===== config.mk =====
export PLATFORM = sky130hd
export DESIGN_NAME = fetch_unit_flat
export DESIGN_NICKNAME = d
export VERILOG_FILES = /design/src/rtl/fetch_unit_if.sv /design/src/rtl/fetch_unit.sv /design/src/flat_wrapper.sv
export SDC_FILE = /design/constraint.sdc
export NUM_CORES = 1
export LEC_CHECK = 0
export ABC_AREA = 1
export CAP_MARGIN = 20
export CORE_MARGIN = 1.5
export CORE_UTILIZATION = 45
export CTS_CLUSTER_DIAMETER = 120
export DETAILED_ROUTE_END_ITERATION = 8
export GPL_ROUTABILITY_DRIVEN = 0
export MAX_ROUTING_LAYER = met4
export PLACE_DENSITY = 0.89
export SLEW_MARGIN = 20
export SYNTH_ARGS = -nofsm -noshare
export SYNTH_HDL_FRONTEND = slang
export SYNTH_SLANG_ARGS = --single-unit

===== constraint.sdc =====
create_clock -name clk_i -period 2.16 [get_ports clk_i]
set_input_delay 0.648 -clock clk_i [delete_from_list [all_inputs] [get_ports clk_i]]
set_output_delay 0.648 -clock clk_i [all_outputs]
set_load 0.03 [all_outputs]

===== src/rtl/fetch_unit_if.sv =====
// Shared sizing package and the fetch <-> (imem, decode) bus interface.
// The master modport is the fetch side; slave is the memory/consumer side.
package params_pkg;
  localparam int ADDR_WIDTH = 16;
  localparam int DATA_WIDTH = 32;
  localparam int MEM_SIZE   = 128;
endpackage

interface fetch_unit_if #(
  parameter int ADDR_WIDTH = params_pkg::ADDR_WIDTH,
  parameter int DATA_WIDTH = params_pkg::DATA_WIDTH
);
  logic [ADDR_WIDTH-1:0] imem_addr_o;
  logic [DATA_WIDTH-1:0] imem_data_i;
  logic [DATA_WIDTH-1:0] instr_o;
  logic [ADDR_WIDTH-1:0] pc_o;
  logic                  instr_valid_o;
  logic                  instr_ready_i;
  logic                  branch_taken_i;
  logic [ADDR_WIDTH-1:0] branch_offset_i;
  logic                  jump_i;
  logic [ADDR_WIDTH-1:0] jump_target_i;
  logic                  fault_o;

  modport master (
    output imem_addr_o, instr_o, pc_o, instr_valid_o, fault_o,
    input  imem_data_i, instr_ready_i, branch_taken_i, branch_offset_i,
           jump_i, jump_target_i
  );

  modport slave (
    input  imem_addr_o, instr_o, pc_o, instr_valid_o, fault_o,
    output imem_data_i, instr_ready_i, branch_taken_i, branch_offset_i,
           jump_i, jump_target_i
  );
endinterface


===== src/rtl/fetch_unit.sv =====
// Instruction-fetch stage: owns the PC, reads the combinational instruction
// memory in a one-cycle FETCH state, holds the word in VALID until the
// consumer handshakes, then computes the next PC (jump > branch > +1).
// Optional macro FETCH_BOUNDS_CHECK_EN adds a sticky FAULT state entered when
// a fetch address is >= MEM_SIZE.
module fetch_unit #(
  parameter int                    ADDR_WIDTH = params_pkg::ADDR_WIDTH,
  parameter int                    DATA_WIDTH = params_pkg::DATA_WIDTH,
  parameter int                    MEM_SIZE   = params_pkg::MEM_SIZE,
  parameter logic [ADDR_WIDTH-1:0] RESET_PC   = '0
) (
  input  logic         clk_i,
  input  logic         rst_ni,
  input  logic         start_i,
  fetch_unit_if.master bus
);

`ifdef FETCH_BOUNDS_CHECK_EN
  typedef enum logic [1:0] {IDLE, FETCH, VALID, FAULT} state_e;
  localparam logic [ADDR_WIDTH:0] MEM_LIM = (ADDR_WIDTH+1)'(MEM_SIZE);
`else
  typedef enum logic [1:0] {IDLE, FETCH, VALID} state_e;
`endif

  state_e                state_q, state_d;
  logic [ADDR_WIDTH-1:0] pc_q, pc_d;
  logic [DATA_WIDTH-1:0] instr_q, instr_d;
  logic [ADDR_WIDTH-1:0] ipc_q, ipc_d;
  logic                  valid_q, valid_d;
`ifdef FETCH_BOUNDS_CHECK_EN
  logic                  fault_q, fault_d;
`endif

  // Next-state and next-output logic; every register has a hold default.
  always_comb begin
    state_d = state_q;
    pc_d    = pc_q;
    instr_d = instr_q;
    ipc_d   = ipc_q;
    valid_d = valid_q;
`ifdef FETCH_BOUNDS_CHECK_EN
    fault_d = fault_q;
`endif
    case (state_q)
      IDLE: if (start_i) state_d = FETCH;
      FETCH: begin
`ifdef FETCH_BOUNDS_CHECK_EN
        // Out-of-range fetch: keep the old instruction/pc and lock up.
        if ({1'b0, pc_q} >= MEM_LIM) begin
          state_d = FAULT;
          fault_d = 1'b1;
        end else begin
          instr_d = bus.imem_data_i;
          ipc_d   = pc_q;
          valid_d = 1'b1;
          state_d = VALID;
        end
`else
        instr_d = bus.imem_data_i;
        ipc_d   = pc_q;
        valid_d = 1'b1;
        state_d = VALID;
`endif
      end
      VALID: begin
        // Redirect inputs are only meaningful in the handshake cycle.
        if (bus.instr_ready_i) begin
          if (bus.jump_i)              pc_d = bus.jump_target_i;
          else if (bus.branch_taken_i) pc_d = ipc_q + bus.branch_offset_i;
          else                         pc_d = ipc_q + 1'b1;
          valid_d = 1'b0;
          state_d = FETCH;
        end
      end
`ifdef FETCH_BOUNDS_CHECK_EN
      FAULT: state_d = FAULT;
`endif
      default: state_d = IDLE;
    endcase
  end

  // State and registered outputs; async reset discards any held instruction.
  always_ff @(posedge clk_i or negedge rst_ni) begin
    if (!rst_ni) begin
      state_q <= IDLE;
      pc_q    <= RESET_PC;
      instr_q <= '0;
      ipc_q   <= '0;
      valid_q <= 1'b0;
`ifdef FETCH_BOUNDS_CHECK_EN
      fault_q <= 1'b0;
`endif
    end else begin
      state_q <= state_d;
      pc_q    <= pc_d;
      instr_q <= instr_d;
      ipc_q   <= ipc_d;
      valid_q <= valid_d;
`ifdef FETCH_BOUNDS_CHECK_EN
      fault_q <= fault_d;
`endif
    end
  end

  assign bus.imem_addr_o   = pc_q;
  assign bus.instr_o       = instr_q;
  assign bus.pc_o          = ipc_q;
  assign bus.instr_valid_o = valid_q;
`ifdef FETCH_BOUNDS_CHECK_EN
  assign bus.fault_o       = fault_q;
`else
  assign bus.fault_o       = 1'b0;
`endif

endmodule


===== src/flat_wrapper.sv =====
// flat-port wrapper written by rule: the top's interface ports become plain ports
module fetch_unit_flat 
#(
  parameter int                    ADDR_WIDTH = params_pkg::ADDR_WIDTH,
  parameter int                    DATA_WIDTH = params_pkg::DATA_WIDTH,
  parameter int                    MEM_SIZE   = params_pkg::MEM_SIZE,
  parameter logic [ADDR_WIDTH-1:0] RESET_PC   = '0
)
  (clk_i, rst_ni, start_i, bus_imem_addr_o, bus_instr_o, bus_pc_o, bus_instr_valid_o, bus_fault_o, bus_imem_data_i, bus_instr_ready_i, bus_branch_taken_i, bus_branch_offset_i, bus_jump_i, bus_jump_target_i);
  fetch_unit_if #(.ADDR_WIDTH(ADDR_WIDTH), .DATA_WIDTH(DATA_WIDTH)) bus_i ();
  input  logic clk_i;
  input  logic rst_ni;
  input  logic start_i;
  output wire logic [$bits(bus_i.imem_addr_o)-1:0] bus_imem_addr_o;
  output wire logic [$bits(bus_i.instr_o)-1:0] bus_instr_o;
  output wire logic [$bits(bus_i.pc_o)-1:0] bus_pc_o;
  output wire logic [$bits(bus_i.instr_valid_o)-1:0] bus_instr_valid_o;
  output wire logic [$bits(bus_i.fault_o)-1:0] bus_fault_o;
  input wire logic [$bits(bus_i.imem_data_i)-1:0] bus_imem_data_i;
  input wire logic [$bits(bus_i.instr_ready_i)-1:0] bus_instr_ready_i;
  input wire logic [$bits(bus_i.branch_taken_i)-1:0] bus_branch_taken_i;
  input wire logic [$bits(bus_i.branch_offset_i)-1:0] bus_branch_offset_i;
  input wire logic [$bits(bus_i.jump_i)-1:0] bus_jump_i;
  input wire logic [$bits(bus_i.jump_target_i)-1:0] bus_jump_target_i;
  assign bus_imem_addr_o = bus_i.imem_addr_o;
  assign bus_instr_o = bus_i.instr_o;
  assign bus_pc_o = bus_i.pc_o;
  assign bus_instr_valid_o = bus_i.instr_valid_o;
  assign bus_fault_o = bus_i.fault_o;
  assign bus_i.imem_data_i = bus_imem_data_i;
  assign bus_i.instr_ready_i = bus_instr_ready_i;
  assign bus_i.branch_taken_i = bus_branch_taken_i;
  assign bus_i.branch_offset_i = bus_branch_offset_i;
  assign bus_i.jump_i = bus_jump_i;
  assign bus_i.jump_target_i = bus_jump_target_i;
  fetch_unit #(.ADDR_WIDTH(ADDR_WIDTH), .DATA_WIDTH(DATA_WIDTH), .MEM_SIZE(MEM_SIZE), .RESET_PC(RESET_PC)) u_core (.clk_i(clk_i), .rst_ni(rst_ni), .start_i(start_i), .bus(bus_i));
endmodule

After elaboration in Yosys (flattened, before gate mapping)
Index checks and enable logic that the tools add are counted.
- bits in read-only memories: 0
- latch bits: 0
- input port bits: 70
- logic and storage cells: 23
- RAM bits: 0
- memories kept: 0
- output and inout port bits: 66
- register bits after elaboration: 67
- div/mod/pow operators: 0
- $mul: 0
- magnitude comparators: 0
- muxes and demuxes: 7
- reductions and logical operators: 5
- $add $sub $neg: 2
- equal/unequal tests: 4
- bitwise gates (word level): 0
- shifts and indexed selects: 0
- operators by type and width (cell ; number):
    16-bit two-way mux ; 2
    16-bit by 1-bit adder with 16-bit output (second input constant) ; 1
    16-bit adder ; 1
    2-bit one-hot mux with 3 select lines ; 1
    2-bit AND reduction ; 3
    2-bit two-way mux ; 2
    2-bit != test (second input constant) ; 2
    2-bit by 1-bit equality test with 1-bit output (second input constant) ; 1
    2-bit equality test (second input constant) ; 1
    2-bit logical NOT ; 1
    1-bit one-hot mux with 2 select lines ; 1
    2-bit nonzero test ; 1
    1-bit two-way mux ; 1

Logic depth before layout (Yosys ltp)
Gate-level depths: netlist (run 1).
- depth in word-level cells: 3
- gate-level depth with buffers: 15
- depth with buffers taken out: 14

Worst setup path before layout (run 1)
No wires, ideal clock.
- path kind: in2reg
- start point: input bus_branch_taken_i
- end point: register u_core.pc_q[12] (netlist: u_core.bus.imem_addr_o[12])
- cell stages on the path: 14
- data arrival time: 2.425 ns
- path slack: -0.382 ns
- setup time: 0.117 ns
- buffers on the path: 2
- required time: 2.043 ns
- path through: clkbuf_1 clkbuf_1 nand2_1 ha_1 fa_1 nand2_1 nand2_1 and2_1 nand3_1 nand3_1 nand2_1 nand3_1 nand2_1 nand2_1
- cells in the longest elaborated chain, start to end: 2
- ends and longest elaborated chain (what ; RTL line ; RTL):
    start: declaration ; flat_wrapper.sv:21 ; input wire logic [$bits(bus_i.branch_taken_i)-1:0] bus_branch_taken_i;
    16-bit two-way mux ; fetch_unit.sv:69 ; else if (bus.branch_taken_i) pc_d = ipc_q + bus.branch_offset_i;
    16-bit two-way mux ; fetch_unit.sv:68 ; if (bus.jump_i) pc_d = bus.jump_target_i;
    end signal: assignment ; fetch_unit.sv:95 ; pc_q <= pc_d;
    end: declaration ; fetch_unit.sv:26 ; logic [ADDR_WIDTH-1:0] pc_q, pc_d;
Every way passes these cells.
A chain may end at the register's enable or synchronous reset.

Final worst setup path (run 1)
- start point: input bus_branch_offset_i[2]
- end point: register u_core.pc_q[3] (netlist: u_core.bus.imem_addr_o[3])
- cells in the longest elaborated chain, start to end: 3
- ends and longest elaborated chain (what ; RTL line ; RTL):
    start: declaration ; flat_wrapper.sv:22 ; input wire logic [$bits(bus_i.branch_offset_i)-1:0] bus_branch_offset_i;
    16-bit adder ; fetch_unit.sv:69 ;
    16-bit two-way mux ; fetch_unit.sv:69 ;
    16-bit two-way mux ; fetch_unit.sv:68 ;
Every way passes these cells.

==> results.sh, run 1 <==
export IMPL_status="finished clean"
export IMPL_synthesis_yosys_warnings=0
export IMPL_global_route_usage_total_pct=24.5
export IMPL_critical_path_buf_inv_count=3
export IMPL_die_width_um=94.2
export IMPL_post_drt_wl_per_cell_um=14.6
export IMPL_min_period_ps=2130
export IMPL_power_mw=8.64
export IMPL_period_share_pct=98.8
export IMPL_fp_dieArea_sq_um=8860
export IMPL_routed_wirelength_mm=10.1
export IMPL_worst_pin_slew_ps=557
export IMPL_grt_pass1_wl_mm=16.3
export IMPL_post_synth_instance_area_sq_um=3740
export IMPL_setup_violations_final=0
export IMPL_io_pins=136
export IMPL_global_route_usage_met1_pct=26.6
export IMPL_r2r_start="u_core.bus.pc_o[0]"
export IMPL_hold_path_class="input pin to async pin"
export IMPL_cts_tree="built"
export IMPL_placed_cells=677
export IMPL_worst_endpoint_required_ps=2370
export IMPL_ys_types=29
export IMPL_ys_seq_elements=67
export IMPL_hold_fails_final_rpt=0
export IMPL_power_leakage_nw=2.85
export IMPL_grt_max_degree=68
export IMPL_post_synth_cell_area_avg_sq_um=8.56
export IMPL_vias=3518
export IMPL_post_layout_nonfiller_instances=695
export IMPL_clkSinkCount=67
export IMPL_globalRouteOverflowTotal=0
export IMPL_regToRegEndpoint="u_core.bus.imem_addr_o[12]"
export IMPL_yosysTopAreaCellShare_pct=44.8
export IMPL_final_layout_size_suffix_gt1_share_pct=18.0
export IMPL_detail_route_vias_per_cell=5.06
export IMPL_endpoint_type_of_the_worst_setup_path="flop"
export IMPL_synth_largest_area_cell="dfrtp_1"
export IMPL_drt_initial_drc_count=130
export IMPL_syn_nets=523
export IMPL_core_area_sq_um=8130
export IMPL_grt_busiest_layer="met2"
export IMPL_synthTopCellsByArea="dfrtp_1 45%, nand2_1 13%, mux2_2 8.1%, inv_1 6.2%, ha_1 5.0%"
export IMPL_yosysMostFrequentCell="nand2_1"
export IMPL_synthCells=437
export IMPL_critPathKind="input pin to flop"
export IMPL_dr_pass1_iters=5
export IMPL_start_kind="input pin"
export IMPL_power_density_nw_per_um2=1530
export IMPL_remaining_design_rule_violation_count=0
export IMPL_path_cells="clkdlybuf4s50_1 -> nand2_1 -> inv_1 -> ha_4 -> or2_1 -> buf_4 -> nand2_1 -> xor2_1 -> o21ai_0 -> o22ai_1"
export IMPL_critical_path_top_delay_family="buffers and inverters"
export IMPL_critical_path_slowest_cell="clkdlybuf4s50_1"
export IMPL_die_h_um=94.2
export IMPL_drv_cap=0
export IMPL_cts_max_level=3
export IMPL_cts_made_buffers=9
export IMPL_synthToLayoutAreaGrowth_pct=51.4
export IMPL_ys_async_rst_share_pct=100
export IMPL_grt_setup_unrepaired="true"
export IMPL_synth_enable_flop_cells=0
export IMPL_worst_voltage_drop_across_the_vdd_grid_v=0.000941
export IMPL_timing_fmax_mhz=469
export IMPL_clock_edge_transition_at_the_registers_on_the_reported_setup_and_hold_paths_ps=80
export IMPL_slew_violations=0
export IMPL_slowest_delay_ps=450
export IMPL_root_buffer="clkbuf_8"
export IMPL_antenna_violations_before_repair=0
export IMPL_setup_reg_to_reg_worst_slack_ps=380
export IMPL_clock_tree_buf_depth=2
export IMPL_post_cts_hold_buffer_count=0
export IMPL_final_setup_tns_ps=0
export IMPL_ranking_of_synthesized_cells_by_instance_count="132 x nand2_1, 67 x dfrtp_1, 62 x inv_1, 31 x nor2_1, 27 x mux2_2"
export IMPL_cp_data_arrival_time_ps=2350
export IMPL_dp_wirelength_mm=7.36
export IMPL_antenna_violating_nets_post_route=0
export IMPL_most_frequent_cell_on_the_critical_path="nand2_1"
export IMPL_max_slew_margin_pct=62.8
export IMPL_critical_path_max_fanout=3
export IMPL_grt_use_met3_pct=5.66
export IMPL_numPortBuffers=134
export IMPL_dominantRegCellSynth="dfrtp_1"
export IMPL_worst_r2r_cell_count=11
export IMPL_placementRows=33
export IMPL_floorplan_initialDensity_pct=46.0
export IMPL_grt_pass1_vias=3595
export IMPL_global_route_track_usage_on_met2_pct=43.2
export IMPL_nNetsFinal=671
export IMPL_clk_insertion_delay_late_ps=350
export IMPL_diodes=0
export IMPL_synth_sequential_area_ratio_pct=44.8
export IMPL_timing_clock_skew_ps=9.32
==> layer usage <==
layer	share of wire [%]	up-vias
li1	-	1667
met1	39	1657
met2	53	159
met3	6.2	35
met4	2.5	0
met5	0	-
==> cell usage in the layout, fill, tap and decap left out, types with 6 or more instances in the layout <==
master / count
a21oi_1: 12
buf_4: 14
clkbuf_8: 11
clkdlybuf4s50_1: 126
dfrtp_1: 67
ha_1: 9
ha_4: 6
inv_1: 60
inv_2: 6
mux2_2: 27
mux2_4: 10
nand2_1: 119
nand2_2: 11
nand3_1: 17
nor2_1: 31
o21ai_0: 13
==> layout make-up <==
class / count / area, sq um
Clock buffer: 11 / 151
Clock inverter: 5 / 83.8
Fill cell: 607 / 2470
Inverter: 66 / 248
Multi-Input combinational cell: 289 / 1860
Sequential cell: 67 / 1680
Tap cell: 105 / 131
Timing Repair Buffer: 152 / 1510
==> logic make-up after synthesis <==
logic type	count (synthesis)	synth area share (%)
compound gates	36	5.59
xor+xnor	3	0.703
fa+ha+maj	16	5.56
buf+inv	81	9.24
flops	67	44.8
mux	41	13.4
other cells	1	0.100
simple gates	192	20.6
==> state kept, by name, indices dropped and copies added, names as in the netlist <==
name,cells
u_core.bus.imem_addr_o,16
u_core.bus.instr_o,32
u_core.bus.instr_valid_o,1
u_core.bus.pc_o,16
u_core.state_q,2
==> through the flow <==
stage	area, sq um	setup WS, ps	util, %	hold WS [ps]
floorplan	3780	-13.5	-	352
global placement	5280	-459	64.9	456
detailed placement	5280	-531	64.9	462
CTS	5520	2.49	67.9	319
global route	5660	-46.4	69.6	334
finish	5660	26.0	69.6	287
==> worst max-delay path by stage <==
stage                           startpoint                    endpoint  slack, ps  depth (start not counted)
floorplan               bus_branch_taken_i  u_core.bus.imem_addr_o[12]        -10                         14
global placement        bus_branch_taken_i  u_core.bus.imem_addr_o[14]       -460                         15
detailed placement      bus_branch_taken_i  u_core.bus.imem_addr_o[11]       -530                         15
CTS                 bus_branch_offset_i[0]  u_core.bus.imem_addr_o[10]          2                         15
global route        bus_branch_offset_i[4]  u_core.bus.imem_addr_o[11]        -50                         14
finish              bus_branch_offset_i[2]   u_core.bus.imem_addr_o[3]         30                         10
==> where the power goes <==
part | switching [mW] | internal, mW
sequential | 0.447 | 1.89
clock | 0.507 | 0.717
combinational | 2.76 | 2.32
total | 3.72 | 4.92
==> repair_timing <==
action | in CTS | in global routing
setup buffers | 0 | 2
endpoints found under the setup margin | 13 | 12
hold endpoints to repair | 0 | 0
pin swaps | 0 | 9
gates resized for setup | 4 | 28
gates cloned | 0 | 0
Note: power is estimated with default switching activity, not from simulation.
==> run 2: changes to the inputs <==
--- a/config.mk
+++ b/config.mk
@@ -8,12 +8,12 @@
 export ABC_AREA = 1
 export CAP_MARGIN = 20
 export CORE_MARGIN = 1.5
-export CORE_UTILIZATION = 45
+export CORE_UTILIZATION = 49
 export CTS_CLUSTER_DIAMETER = 120
 export DETAILED_ROUTE_END_ITERATION = 8
 export GPL_ROUTABILITY_DRIVEN = 0
 export MAX_ROUTING_LAYER = met4
-export PLACE_DENSITY = 0.89
+export PLACE_DENSITY = 0.95
 export SLEW_MARGIN = 20
 export SYNTH_ARGS = -nofsm -noshare
 export SYNTH_HDL_FRONTEND = slang
==> constraint.sdc (replaced) <==
create_clock -name clk_i -period 2.6 [get_ports clk_i]
set_input_delay 0.78 -clock clk_i [delete_from_list [all_inputs] [get_ports clk_i]]
set_output_delay 0.78 -clock clk_i [all_outputs]
set_load 0.03 [all_outputs]
==> run 2 against run 1 <==
  * Core utilization increased by 4.8 points
  * Routed wire length decreased by 2.8%
  * Total power decreased by 20%
  * Non-clock buffer count unchanged
  * Setup slack improved by 160 ps
  * Combinational power decreased by 19%
  * First-iteration DRC count increased by 58%
  * Die area decreased by 7.9%
  * Clock-buffer cell count decreased by 2
  * Highest routed layer unchanged
==> results.sh, run 2 (same netlist as run 1, synthesis figures left out) <==
export IMPL_critical_path_slowest_cell="clkdlybuf4s50_1"
export IMPL_max_slew_margin_pct=48.9
export IMPL_drv_cap=0
export IMPL_start_kind="input pin"
export IMPL_critical_path_buf_inv_count=2
export IMPL_endpoint_type_of_the_worst_setup_path="flop"
export IMPL_final_common_cell="clkdlybuf4s50_1"
export IMPL_grt_pass1_vias=3729
export IMPL_root_buffer="clkbuf_8"
export IMPL_startpoint_of_the_worst_hold_path="u_core.bus.instr_o[4]"
export IMPL_dp_wirelength_mm=7.41
export IMPL_core_area_sq_um=7330
export IMPL_io_pins=136
export IMPL_cts_tree="built"
export IMPL_grt_max_degree=38
export IMPL_grt_pass1_wl_mm=16.8
export IMPL_die_width_um=90.4
export IMPL_slowest_delay_ps=400
export IMPL_worst_r2r_cell_count=11
export IMPL_drt_initial_drc_count=205
export IMPL_worst_voltage_drop_across_the_vdd_grid_v=0.000739
export IMPL_floorplan_initialDensity_pct=51.0
export IMPL_min_period_ps=2410
export IMPL_final_design_area_no_fill_sq_um=5450
export IMPL_cts_made_buffers=9
export IMPL_most_frequent_cell_on_the_critical_path="nand2_1"
export IMPL_remaining_design_rule_violation_count=0
export IMPL_max_reg_flops=32
export IMPL_post_layout_nonfiller_instances=688
export IMPL_placementRows=31
export IMPL_placed_cells=673
export IMPL_period_share_pct=92.7
export IMPL_r2r_start="u_core.bus.pc_o[0]"
export IMPL_antenna_violations_before_repair=0
export IMPL_globalRouteOverflowTotal=0
export IMPL_setup_reg_to_reg_worst_slack_ps=680
export IMPL_numPortBuffers=134
export IMPL_grt_setup_unrepaired="false"
export IMPL_power_mw=6.90
export IMPL_final_setup_tns_ps=0
export IMPL_holdPathEnd="u_core.bus.instr_o[4]"
export IMPL_status="finished clean"
export IMPL_critPathKind="input pin to flop"
export IMPL_worst_path_stages=14
export IMPL_setup_violations_final=0
export IMPL_clock_tree_buf_depth=2
export IMPL_slew_violations=0
export IMPL_critical_path_top_delay_family="simple AND/OR/NAND/NOR gates"
export IMPL_fp_dieArea_sq_um=8160
export IMPL_timing_clock_skew_ps=6.91
export IMPL_worst_pin_slew_ps=766
export IMPL_standard_cell_area_after_detailed_placement_sq_um=5250
export IMPL_global_route_usage_total_pct=26.7
export IMPL_critical_path_max_fanout=3
export IMPL_cts_max_level=3
export IMPL_hold_fails_final_rpt=0
export IMPL_routed_wirelength_mm=9.86
export IMPL_dr_pass1_iters=4
export IMPL_clk_insertion_delay_late_ps=350
export IMPL_synthToLayoutAreaGrowth_pct=45.8
export IMPL_hold_depth=1
export IMPL_power_density_nw_per_um2=1270
export IMPL_nNetsFinal=671
export IMPL_vias=3398
export IMPL_worst_endpoint_required_ps=2850
export IMPL_path_cells="clkdlybuf4s50_1 -> inv_1 -> nand2_1 -> ha_1 -> fa_1 -> nand2_1 -> nand2_1 -> and2_1 -> nand3_1 -> nand3_1 -> nand2_1 -> nand3_1 -> nand2_1 -> nand2_1"
export IMPL_final_cell_mix="132 x clkdlybuf4s50_1, 130 x nand2_1, 67 x dfrtp_1"
export IMPL_hold_path_class="flop to flop"
export IMPL_final_layout_size_suffix_gt1_share_pct=13.6
export IMPL_die_h_um=90.4
export IMPL_power_leakage_nw=2.77
export IMPL_clock_edge_transition_at_the_registers_on_the_reported_setup_and_hold_paths_ps=80
export IMPL_regToRegEndpoint="u_core.bus.imem_addr_o[12]"
export IMPL_timing_fmax_mhz=415
export IMPL_clkSinkCount=67
export IMPL_cp_data_arrival_time_ps=2660
export IMPL_diodes=0
export IMPL_antenna_violating_nets_post_route=0
export IMPL_postCtsSetupRepairBufs=0
export IMPL_post_drt_wl_per_cell_um=14.3
export IMPL_detail_route_vias_per_cell=4.94
[run 2: changes by cell type in the layout (fill, tap and decap cells not counted), sizes merged]
cell / before / now
clkinv: 0 / 1
dlygate4sd2: 2 / 0
bufinv: 2 / 1
clkinvlp: 2 / 3
dlymetal6s2s: 5 / 1
clkdlybuf4s50: 126 / 132
clkbuf: 11 / 9
[run 2: report_power, final]
part / internal, mW / switching [mW]
clock: 0.438 / 0.414
combinational: 1.86 / 2.26
sequential: 1.57 / 0.356
[run 2: worst max-delay path by stage]
stage | start | end | slack (ps)
6_report | bus_branch_offset_i[0] | u_core.bus.imem_addr_o[12] | 190
5_1_grt | bus_branch_offset_i[0] | u_core.bus.imem_addr_o[14] | 30
4_1_cts | bus_branch_taken_i | u_core.bus.imem_addr_o[14] | 70
3_5_place_dp | bus_branch_taken_i | u_core.bus.imem_addr_o[14] | -300
3_3_place_gp | bus_branch_taken_i | u_core.bus.imem_addr_o[14] | -220
2_1_floorplan | bus_branch_taken_i | u_core.bus.imem_addr_o[12] | 20
[run 2: metrics by stage]
| stage | hold WS [ps] | util [%] | worst slack, ps |
|---|---|---|---|
| 6_report | 490 | 74.3 | 191 |
| 5_1_grt | 526 | 74.3 | 33.7 |
| 4_1_cts | 497 | 74.2 | 65.1 |
| 3_5_place_dp | 470 | 71.6 | -303 |
| 3_3_place_gp | 456 | 71.6 | -221 |
| 2_1_floorplan | 476 | - | 17.2 |
[run 2: cell type report]
class | instances | area [sq um]
fill | 488 | 1880
multi-input combinational | 289 | 1720
sequential | 67 | 1680
timing repair buffer | 152 | 1490
inverter | 66 | 248
clock buffer | 9 | 124
tap | 99 | 124
clock inverter | 6 | 66.3
[run 2: what timing repair did]
item | in CTS | in global routing
endpoints found under the setup margin | 0 | 10
resized for setup | 0 | 3
hold buffers | 0 | 0
[run 2: worst reg2reg max path: stages, from the launching register on]
cell and delay, ps:
dfrtp_1 420, ha_1 240, fa_1 380, nand2_1 100
nand2_1 80, and2_1 190, nand3_1 100, nand3_1 80
nand2_1 60, nand3_1 60, nand2_1 70, nand2_1 40
[run 2: metal layers]
metal  share of wire [%]  GRT usage [%]  vias up
li1                    -              -     1665
met5                   0              -        -
met2                  51           47.0      144
met4                 2.1           10.8        0
met1                  40           28.8     1563
met3                 7.3           6.31       26
==> run 3: changes to the inputs <==
--- a/config.mk
+++ b/config.mk
@@ -12,6 +12,7 @@
 export CTS_CLUSTER_DIAMETER = 120
 export DETAILED_ROUTE_END_ITERATION = 8
 export GPL_ROUTABILITY_DRIVEN = 0
+export HOLD_SLACK_MARGIN = 0.15
 export MAX_ROUTING_LAYER = met4
 export PLACE_DENSITY = 0.95
 export SLEW_MARGIN = 20
==> results of run 3 <==
Same layout as run 2: the final DEF is identical, and so are final timing and power.
